[src/rtl/dma_mem_to_tx.sv]
// Memory-to-UART-TX DMA read engine: reads a programmed block from memory_module and streams it bytewise.
// Optional running byte checksum output enabled by defining DMA_TX_CHECKSUM_EN.
module dma_mem_to_tx #(
    parameter int DATA_WIDTH = 8,
    parameter int ADDR_WIDTH = 8
) (
    input  logic                  clk,
    input  logic                  rstn,
    input  logic                  start,
    input  logic [ADDR_WIDTH-1:0] src_addr,
    input  logic [ADDR_WIDTH:0]   length,
    output logic                  busy,
    output logic                  done,
    output logic [ADDR_WIDTH-1:0] mem_read_address,
    output logic                  mem_re,
    input  logic [DATA_WIDTH-1:0] mem_data_out,
    output logic [DATA_WIDTH-1:0] tx_data,
    output logic                  tx_valid,
    input  logic                  tx_ready
`ifdef DMA_TX_CHECKSUM_EN
    ,
    output logic [DATA_WIDTH-1:0] checksum
`endif
);

    typedef enum logic [2:0] {
        S_IDLE,
        S_READ,
        S_WAIT,
        S_SEND,
        S_DONE
    } state_t;

    state_t                state_q;
    state_t                state_d;
    logic [ADDR_WIDTH-1:0] cur_addr;
    logic [ADDR_WIDTH:0]   remaining;
    logic                  start_ok;
    logic                  accept;

    assign start_ok = (state_q == S_IDLE) && start;
    // tx_valid is high exactly while in SEND, so the state decode stands in for it.
    assign accept   = (state_q == S_SEND) && tx_ready;

    // NOTE: sequential state uses non-blocking assignments so every register samples pre-edge values.
    always_ff @(posedge clk or negedge rstn) begin
        if (!rstn) state_q <= S_IDLE;
        else       state_q <= state_d;
    end

    // NOTE: state_d gets a default before the case so no path leaves it unassigned (no latch).
    always_comb begin
        state_d = state_q;
        case (state_q)
            S_IDLE: if (start) state_d = (length == '0) ? S_DONE : S_READ;
            S_READ: state_d = S_WAIT;
            S_WAIT: state_d = S_SEND;
            S_SEND: if (tx_ready) state_d = (remaining == 1) ? S_DONE : S_READ;
            S_DONE: state_d = S_IDLE;
            default: state_d = S_IDLE;
        endcase
    end

    always_ff @(posedge clk or negedge rstn) begin
        if (!rstn) begin
            cur_addr  <= '0;
            remaining <= '0;
            tx_data   <= '0;
            tx_valid  <= 1'b0;
        end else begin
            if (start_ok && (length != '0)) begin
                cur_addr  <= src_addr;
                remaining <= length;
            end
            // Memory data is registered on the READ edge, so it is valid during WAIT.
            if (state_q == S_WAIT) begin
                tx_data  <= mem_data_out;
                tx_valid <= 1'b1;
            end
            if (accept) begin
                tx_valid  <= 1'b0;
                cur_addr  <= cur_addr + 1'b1;
                remaining <= remaining - 1'b1;
            end
        end
    end

`ifdef DMA_TX_CHECKSUM_EN
    always_ff @(posedge clk or negedge rstn) begin
        if (!rstn)         checksum <= '0;
        else if (start_ok) checksum <= '0;
        else if (accept)   checksum <= checksum + tx_data;
    end
`endif

    assign busy             = (state_q != S_IDLE);
    assign done             = (state_q == S_DONE);
    assign mem_re           = (state_q == S_READ);
    assign mem_read_address = cur_addr;

endmodule

[config.mk]
export PLATFORM = sky130hd
export DESIGN_NAME = dma_mem_to_tx
export DESIGN_NICKNAME = d
export VERILOG_FILES = /design/src/rtl/dma_mem_to_tx.sv
export SDC_FILE = /design/constraint.sdc
export NUM_CORES = 1
export LEC_CHECK = 0
export ABC_AREA = 1
export BUFFER_PORTS_ARGS = -buffer_cell sky130_fd_sc_hd__buf_2
export CAP_MARGIN = 20
export CORE_ASPECT_RATIO = 1.1
export CORE_MARGIN = 3
export CORE_UTILIZATION = 40
export CTS_CLUSTER_SIZE = 20
export DETAILED_ROUTE_END_ITERATION = 8
export GPL_TIMING_DRIVEN = 0
export PLACE_DENSITY_LB_ADDON = 0.15
export SLEW_MARGIN = 5
export SYNTH_ARGS = -nofsm -noshare
export SYNTH_HDL_FRONTEND = slang
export SYNTH_SLANG_ARGS = --single-unit
[constraint.sdc]
create_clock -name clk -period 1.66 [get_ports clk]
set_clock_uncertainty 0.2 [all_clocks]
set_input_delay 0.249 -clock clk [delete_from_list [all_inputs] [get_ports clk]]
set_output_delay 0.249 -clock clk [all_outputs]
set_load 0.005 [all_outputs]
==> results of run 1 <==
## kinds of logic after synthesis
family / count (synthesis) / share of synthesized area, %
xor gates and xnor gates: 1 / 0.497
adders and majority gates: 3 / 2.13
muxes: 8 / 5.11
AOI/OAI and AO/OA: 17 / 6.60
and+or+nand+nor: 143 / 36.3
DFF: 29 / 41.2
buffers and inverters: 31 / 8.17
## worst paths after layout
kind / startpoint / endpoint / slack [ns] / cells after the start
setup / recovery: state_q[1] / tx_data[2] / 0.09 / 5
hold / removal: length[6] / remaining[6] / 0.002 / 3
setup reg to reg: state_q[1] / tx_data[2] / 0.09 / 5
hold reg to reg: tx_valid / tx_valid / 0.29 / 2
max in group asynchronous: rstn / state_q[2] / 0.44 / 2
min in group asynchronous: rstn / mem_read_address[3] / 0.34 / 2
## per-stage QoR
| step | util (%) | setup WS, ns | setup TNS (ns) | cells |
|---|---|---|---|---|
| after floorplan | - | 0.174 | 0 | 232 |
| after global placement | 50.2 | -0.0127 | -0.0333 | 332 |
| after detailed placement | 50.2 | -0.0364 | -0.227 | 332 |
| after CTS | 55.9 | 0.00847 | 0 | 355 |
| after global routing | 57.2 | -0.00176 | -0.00446 | 357 |
| final | 57.2 | 0.0862 | 0 | 357 |
## per-layer routing
metal	vias to the layer above	global-route usage, %
met4	0	5.86
met3	6	5.01
li1	889	-
met2	48	34.1
met5	-	0
met1	781	21.4
## area by class of cell
cell class / count / area share (%)
plain buffers: 5 / 2.29
clock buffers: 6 / 3.08
clock inverters: 2 / 0.425
inverters: 25 / 3.99
multi-input cells: 172 / 39.2
flip-flops and latches: 29 / 30.9
well taps: 52 / 2.76
repair buffers: 66 / 17.3
## tightest hold or removal path, delay by kind of cell
family | cells | cell delay [ns]
simple gates | 2 | 0.12
buf+inv | 1 | 0.09
## cells in the mapped netlist (all sizes together)
master	instances
nor3	3
nor2	25
inv	25
nand3	30
mux2	8
clkbuf	1
nand2	79
a21oi	4
a21boi	1
ha	3
o21bai	4
nand3b	2
buf	5
o21ai	8
dfrtp	29
nand4	4
xnor2	1
## power by group through the flow
stage | Clock [mW] | Combinational (mW) | Sequential (mW)
global placement | 0 | 1.81 | 1.30
global route | 0.618 | 2.20 | 1.41
CTS | 0.589 | 1.91 | 1.31
floorplan | 0 | 1.29 | 1.29
detailed placement | 0 | 1.85 | 1.31
finish | 0.570 | 1.94 | 1.34
## timing repair
action | CTS | global route
hold buffers | 13 | 0
gates resized for setup | 2 | 10
buffers inserted | 2 | 3
gates cloned | 0 | 0
setup endpoints to repair | 10 | 26
pin swaps | 1 | 1
endpoints found under the hold margin | 41 | 0
## state kept, by name (all words and copies together), names as in the netlist
register,count
mem_read_address,8
remaining,9
tx_data,8
tx_valid,1
state_q,3
==> impl_metrics.json, run 1 <==
{
  "drc": 0,
  "cp_num_buf_inv": 2,
  "seq_area_sq_um": 728,
  "status": "finished clean",
  "synth_cells": 232,
  "pwr-share-seq_pct": 34.9,
  "period_share_pct": 94.8,
  "insertedDiodeCount": 0,
  "synthDistinctLibCells": 27,
  "yosys-top-cells-area": "dfrtp_1 (41%), nand2_1 (16%), nand3_1 (8.5%)",
  "place_area_sq_mm": 0.00207,
  "finish.instance_area_sq_mm": 0.00235,
  "holdWs_ns": 0.00232,
  "synth_seq_cells": 29,
  "vias": 1724,
  "gr-usage-all-layers_pct": 18.6,
  "comb_power_share_pct": 50.4,
  "wl_per_cell_microns": 12.6,
  "syn-cell-area_sq_mm": 0.00176,
  "min_period_ns": 1.57,
  "start_util_pct": 42.8,
  "max_stage_delay_ns": 0.45,
  "rows": 24,
  "area_delta_synth_final_pct": 33.6,
  "cts_inserted_buffers": 5,
  "ant_nets": 0,
  "drt_iter0_drc": 99,
  "die-area_sq_mm": 0.00524,
  "wl_met1_microns": 2060,
  "port_buffers": 48,
  "htree_levels": 2,
  "cts_buffer_depth": 2,
  "fill_cells": 394,
  "drive_above_1_share_pct": 31.5,
  "final_common_cell": "nand2_1",
  "max-cap-violations": 0,
  "switching_share_pct": 42.4,
  "p_per_area_mw_per_mm2": 1640,
  "p_leak_nw": 1.22,
  "dp_hpwl_microns": 3130,
  "synth-seq-area-share_pct": 41.2,
  "critPathMaxFanout": 10,
  "hold_class": "primary input to register",
  "met2_length_microns": 2150,
  "wl_microns": 4500,
  "startpoint_type": "register",
  "core-area_sq_mm": 0.00411,
  "fmax_mhz": 635,
  "root_buffer": "clkbuf_8",
  "synth.largest_area_cell": "dfrtp_1",
  "hold_viol": 0,
  "antenna_found_initial": 0,
  "p_sw_mw": 1.63,
  "synth_top_area_share_pct": 41.2,
  "clkSlewWorstSetupHoldPaths_ns": 0.06,
  "relSlewSlack_pct": 54.5,
  "die_h_microns": 75.6,
  "multiInputGateArea_sq_um": 922,
  "yosysWarnings": 0,
  "path_class": "register to register",
  "place.gp.congestion": 0.771,
  "wl_met3_microns": 235,
  "syn_nets": 264,
  "worst_setup_path_end_kind": "register",
  "grt_pass1_wl_microns": 7630,
  "highest_layer": "met4",
  "grt_max_degree": 30,
  "die_w_microns": 69.3,
  "worstPathRequired_ns": 1.63,
  "grt_overflow": 0,
  "mostFrequentLayoutCells": "nand2_1 (73), buf_2 (49), nand3_1 (30)",
  "dr.pass1.iters": 4,
  "cp_slowest_cell": "dfrtp_2",
  "clock_latency_ns": 0.28,
  "cts.sinks": 29,
  "maxSlewViolCount": 0,
  "grt_pass1_vias": 1716,
  "vdd_ir_drop_max_uv": 962,
  "p_int_mw": 2.22,
  "ioPinCount": 49,
  "cts_tree": "done",
  "critPathTopFamily": "flip-flops",
  "finalSetupViolations": 0,
  "crit_chain": "inv_1 > nor2_1 > nand2_1 > buf_2 > mux2_2",
  "clkPwrFrac_pct": 14.8,
  "via_per_inst": 4.83,
  "nNetsFinal": 336,
  "worst_pin_slew_ns": 0.682,
  "synth.avg_cell_area_sq_um": 7.59,
  "design_power_total_mw": 3.86,
  "crit_arrival_ns": 1.54
}
Power figures use the tool's default switching activity.
==> run 2: changes to the inputs <==
--- a/config.mk
+++ b/config.mk
@@ -6,14 +6,15 @@
 export NUM_CORES = 1
 export LEC_CHECK = 0
 export ABC_AREA = 1
-export BUFFER_PORTS_ARGS = -buffer_cell sky130_fd_sc_hd__buf_2
+export BUFFER_PORTS_ARGS = -buffer_cell sky130_fd_sc_hd__clkbuf_2
 export CAP_MARGIN = 20
+export CELL_PAD_IN_SITES_DETAIL_PLACEMENT = 1
+export CELL_PAD_IN_SITES_GLOBAL_PLACEMENT = 1
 export CORE_ASPECT_RATIO = 1.1
 export CORE_MARGIN = 3
-export CORE_UTILIZATION = 40
+export CORE_UTILIZATION = 37
 export CTS_CLUSTER_SIZE = 20
 export DETAILED_ROUTE_END_ITERATION = 8
-export GPL_TIMING_DRIVEN = 0
 export PLACE_DENSITY_LB_ADDON = 0.15
 export SLEW_MARGIN = 5
 export SYNTH_ARGS = -nofsm -noshare
==> impl_metrics.json, run 2 (synthesized netlist as in run 1, its figures left out) <==
{
  "start_util_pct": 39.7,
  "area_delta_synth_final_pct": 36.7,
  "grt_pass1_vias": 1911,
  "holdWs_ns": -0.000859,
  "r2r-start": "state_q[2]",
  "switching_share_pct": 42.2,
  "worst_setup_path_end_kind": "output port",
  "p_per_area_mw_per_mm2": 1760,
  "cts_inserted_buffers": 5,
  "worst_pin_slew_ns": 0.395,
  "clock_latency_ns": 0.28,
  "top_register": "remaining",
  "die_h_microns": 78.4,
  "critPathMaxFanout": 4,
  "p_leak_nw": 1.26,
  "p_sw_mw": 1.79,
  "pwr-share-seq_pct": 31.1,
  "ioPinCount": 49,
  "status": "finished, violations left",
  "root_buffer": "clkbuf_8",
  "vdd_ir_drop_max_uv": 945,
  "fin_cells": 361,
  "multiInputGateArea_sq_um": 933,
  "relSlewSlack_pct": 73.7,
  "place.gp.congestion": 0.771,
  "nNetsFinal": 338,
  "grt_overflow": 0,
  "grtUsageMet2_pct": 34.2,
  "mostFrequentLayoutCells": "nand2_1 (72), clkbuf_2 (48), nand3_1 (30)",
  "crit_arrival_ns": 1.18,
  "core-area_sq_mm": 0.00444,
  "grt.busiest_layer": "met2",
  "path_class": "register to output port",
  "die-area_sq_mm": 0.00563,
  "period_share_pct": 98.4,
  "dp_hpwl_microns": 3750,
  "worstPathRequired_ns": 1.21,
  "grt_pass1_wl_microns": 8600,
  "failed_checks": "negative hold slack",
  "design_power_total_mw": 4.24,
  "tns_ns": 0,
  "insertedDiodeCount": 0,
  "drive_above_1_share_pct": 34.2,
  "cts_buffer_depth": 2,
  "cts.sinks": 29,
  "vias": 1831,
  "clkPwrFrac_pct": 15.6,
  "via_per_inst": 5.07,
  "fmax_mhz": 612,
  "drt_iter0_drc": 63,
  "drc": 0,
  "rows": 25,
  "fill_cells": 569,
  "maxSlewViolCount": 0,
  "clkSlewWorstSetupHoldPaths_ns": 0.07,
  "grt_max_degree": 30,
  "startpoint_type": "register",
  "hold_viol": 1,
  "grtUsageMet3_pct": 5.38,
  "hold_class": "primary input to register",
  "min_from": "length[6]",
  "final_common_cell": "nand2_1",
  "ant_nets": 0,
  "port_buffers": 48,
  "rsz0062_at_grt": "yes",
  "wl_per_cell_microns": 14.9,
  "cts_tree": "done",
  "max-cap-violations": 0,
  "dp.cells": 341,
  "htree_levels": 2,
  "min_period_ns": 1.63,
  "comb_power_share_pct": 53.3,
  "finalSetupViolations": 0,
  "startpoint": "state_q[2]",
  "dr.pass1.iters": 4,
  "p_int_mw": 2.45,
  "gr-usage-all-layers_pct": 19.4,
  "grt_use_met1_pct": 22.9,
  "die_w_microns": 71.8,
  "wl_microns": 5370,
  "seq_area_sq_um": 726,
  "antenna_found_initial": 0,
  "largest_register_ffs": 9
}
[run 2: critical path, stage by stage, from the launching register on]
cell and delay (ns):
dfrtp_1 0.45, buf_6 0.17, nor3_4 0.15, clkbuf_2 0.13
[run 2: path summary, 6_finish.rpt]
kind / cells after the start / slack (ns) / end
setup / recovery: 3 / 0.03 / mem_re
hold / removal: 3 / -0.0009 / remaining[6]
setup reg to reg: 5 / 0.03 / tx_data[6]
hold reg to reg: 2 / 0.29 / tx_valid
max in group asynchronous: 3 / 0.66 / state_q[0]
min in group asynchronous: 3 / 0.30 / mem_read_address[5]
[run 2: layer usage]
metal	vias to the layer above	share of wire (%)
met3	11	4.4
met2	50	50
li1	890	-
met4	0	2.0
met5	-	0
met1	880	43
[run 2: area by class of cell]
type                            instances  share of cell area, %
Clock buffer                            7                   4.00
Tap cell                               54                   2.81
Multi-Input combinational cell        172                   38.8
Inverter                               25                   3.90
Sequential cell                        29                   30.1
Timing Repair Buffer                   73                   20.2
Clock inverter                          1                  0.208
[run 2: power groups by stage]
stage	combinational, mW	clock (mW)	sequential, mW
after floorplan	1.29	0	1.29
after global placement	1.99	0	1.31
after detailed placement	2.05	0	1.32
after CTS	2.09	0.673	1.31
after global routing	2.52	0.704	1.37
final	2.26	0.663	1.32
[run 2: timing repair]
action                     CTS  global route
hold buffers                 7             0
hold endpoints to repair    35             0
resized for setup            3            10
pin swaps                    0             2
setup buffers                0             5
gates cloned                 0             0
setup endpoints to repair    3            19
[run 2: stage by stage]
step                setup WS [ns]  cell area (sq um)  hold slack, ns  util [%]
floorplan                   0.174               1760          -0.247         -
global placement           0.0602               2140          0.0903      48.2
detailed placement        0.00856               2140          0.0915      48.2
CTS                       0.00206               2320         0.00280      52.3
global route              -0.0541               2410         0.00906      54.2
finish                     0.0264               2410       -0.000859      54.2
==> run 3: changes to the inputs <==
--- a/config.mk
+++ b/config.mk
@@ -6,15 +6,15 @@
 export NUM_CORES = 1
 export LEC_CHECK = 0
 export ABC_AREA = 1
-export BUFFER_PORTS_ARGS = -buffer_cell sky130_fd_sc_hd__clkbuf_2
 export CAP_MARGIN = 20
 export CELL_PAD_IN_SITES_DETAIL_PLACEMENT = 1
 export CELL_PAD_IN_SITES_GLOBAL_PLACEMENT = 1
 export CORE_ASPECT_RATIO = 1.1
 export CORE_MARGIN = 3
-export CORE_UTILIZATION = 37
+export CORE_UTILIZATION = 40
 export CTS_CLUSTER_SIZE = 20
 export DETAILED_ROUTE_END_ITERATION = 8
+export DONT_BUFFER_PORTS = 1
 export PLACE_DENSITY_LB_ADDON = 0.15
 export SLEW_MARGIN = 5
 export SYNTH_ARGS = -nofsm -noshare
==> impl_metrics.json, run 3 (synthesized netlist as in run 1, its figures left out) <==
{
  "status": "finished clean",
  "wl_microns": 5670,
  "fin_util_pct": 57.5,
  "place.gp.congestion": 0.798,
  "holdWs_ns": 0.00590,
  "pre_cts_ws_ns": 0.0379,
  "grt_max_degree": 30,
  "start_util_pct": 42.8,
  "maxSlewViolCount": 0,
  "fmax_mhz": 614,
  "finalSetupViolations": 0,
  "fin_cells": 328,
  "rows": 24,
  "drc": 0,
  "crit_arrival_ns": 1.18,
  "largest_register_ffs": 9,
  "grt_pass1_vias": 1862,
  "gr-usage-all-layers_pct": 21.2,
  "seq_area_sq_um": 729,
  "cts_buffer_depth": 2,
  "nNetsFinal": 307,
  "p_sw_mw": 1.80,
  "cp_slowest_cell": "dfrtp_2",
  "clock_latency_ns": 0.29,
  "cts.sinks": 29,
  "grt_pass1_wl_microns": 8630,
  "period_share_pct": 98.2,
  "relSlewSlack_pct": 80.0,
  "finish.instance_area_sq_mm": 0.00237,
  "cts_inserted_buffers": 5,
  "area_delta_synth_final_pct": 34.3,
  "die_h_microns": 75.6,
  "drive_above_1_share_pct": 21.7,
  "max-cap-violations": 0,
  "p_leak_nw": 1.12,
  "comb_power_share_pct": 49.9,
  "dr.pass1.iters": 4,
  "rsz0062_at_grt": "yes",
  "ioPinCount": 49,
  "final_common_cell": "nand2_1",
  "hold_class": "primary input to register",
  "layout_setup_ws_ns": 0.0303,
  "hold_viol": 0,
  "place_area_sq_mm": 0.00186,
  "antenna_found_initial": 0,
  "htree_levels": 2,
  "startpoint_type": "register",
  "top_register": "remaining",
  "dp.cells": 287,
  "dp_hpwl_microns": 3660,
  "cts_tree": "done",
  "fill_cells": 505,
  "core-area_sq_mm": 0.00411,
  "die_w_microns": 69.3,
  "mostFrequentLayoutCells": "nand2_1 (72), nand3_1 (30), dfrtp_1 (26)",
  "vias": 1716,
  "drt_iter0_drc": 81,
  "via_per_inst": 5.23,
  "crit_chain": "buf_4 > nor3_2",
  "die-area_sq_mm": 0.00524,
  "design_power_total_mw": 4.02,
  "grt_overflow": 0,
  "min_period_ns": 1.63,
  "root_buffer": "clkbuf_8",
  "worst_pin_slew_ns": 0.300,
  "pwr-share-seq_pct": 34.8,
  "clkSlewWorstSetupHoldPaths_ns": 0.07,
  "p_int_mw": 2.23,
  "port_buffers": 0,
  "clkPwrFrac_pct": 15.4,
  "critPathMaxFanout": 5,
  "ant_nets": 0,
  "worst_setup_path_end_kind": "output port",
  "path_class": "register to output port",
  "p_per_area_mw_per_mm2": 1700,
  "multiInputGateArea_sq_um": 945,
  "worstPathRequired_ns": 1.21,
  "switching_share_pct": 44.7,
  "wl_per_cell_microns": 17.3,
  "max_stage_delay_ns": 0.46,
  "insertedDiodeCount": 0,
  "vdd_ir_drop_max_uv": 869,
  "tns_ns": 0
}
[run 3: cell count changes in the layout (fill, tap and decap cells not counted), sizes merged]
cell         before  now
dlygate4sd3       7   25
clkbuf           55    7
buf              18   15
clkinvlp          0    3
clkinv            1    0
[run 3: path summary, 6_finish.rpt]
| check | start | end | slack (ns) | depth (start not counted) |
|---|---|---|---|---|
| min in group asynchronous | rstn | mem_read_address[7] | 0.20 | 2 |
| max reg2reg | state_q[2] | mem_read_address[5] | 0.04 | 7 |
| min reg2reg | tx_valid | tx_valid | 0.31 | 2 |
| min | src_addr[4] | mem_read_address[4] | 0.006 | 4 |
| max | state_q[2] | mem_re | 0.03 | 2 |
| max in group asynchronous | rstn | state_q[2] | 0.87 | 2 |
[run 3: area by class of cell]
cell class | count | area share [%]
multi-input cells | 172 | 39.9
inverters | 25 | 3.97
clock buffers | 5 | 2.91
clock inverters | 3 | 0.952
repair buffers | 42 | 18.7
well taps | 52 | 2.75
flip-flops and latches | 29 | 30.8
[run 3: power by group through the flow]
stage	Sequential (mW)	Clock (mW)	Combinational, mW
6_report	1.40	0.619	2.01
5_1_grt	1.46	0.660	2.24
4_1_cts	1.39	0.626	1.74
3_5_place_dp	1.39	0	1.67
3_3_place_gp	1.37	0	1.56
2_1_floorplan	1.29	0	1.29
[run 3: worst max-delay path: cells and delay by family (launching register included)]
kind / cells / cell delay, ns
flip-flops: 1 / 0.46
AND/OR/NAND/NOR: 1 / 0.25
buffers and inverters: 1 / 0.17
[run 3: repair_timing]
item / CTS / global route
setup buffers: 0 / 5
endpoints found under the setup margin: 2 / 28
gates cloned: 0 / 2
hold buffers: 26 / 0
gates resized for setup: 1 / 17
endpoints found under the hold margin: 53 / 0
pin swaps: 0 / 5
[run 3: per-layer routing]
metal  share of wire, %  global-route usage (%)  wire length, microns  vias to the layer above
met3                6.1                    7.52                   347                       10
met4                1.5                    7.16                    87                        0
met2                 52                    39.7                  2970                       52
li1                   -                       -                     -                      823
met5                  0                       0                     0                        -
met1                 40                    22.6                  2270                      831
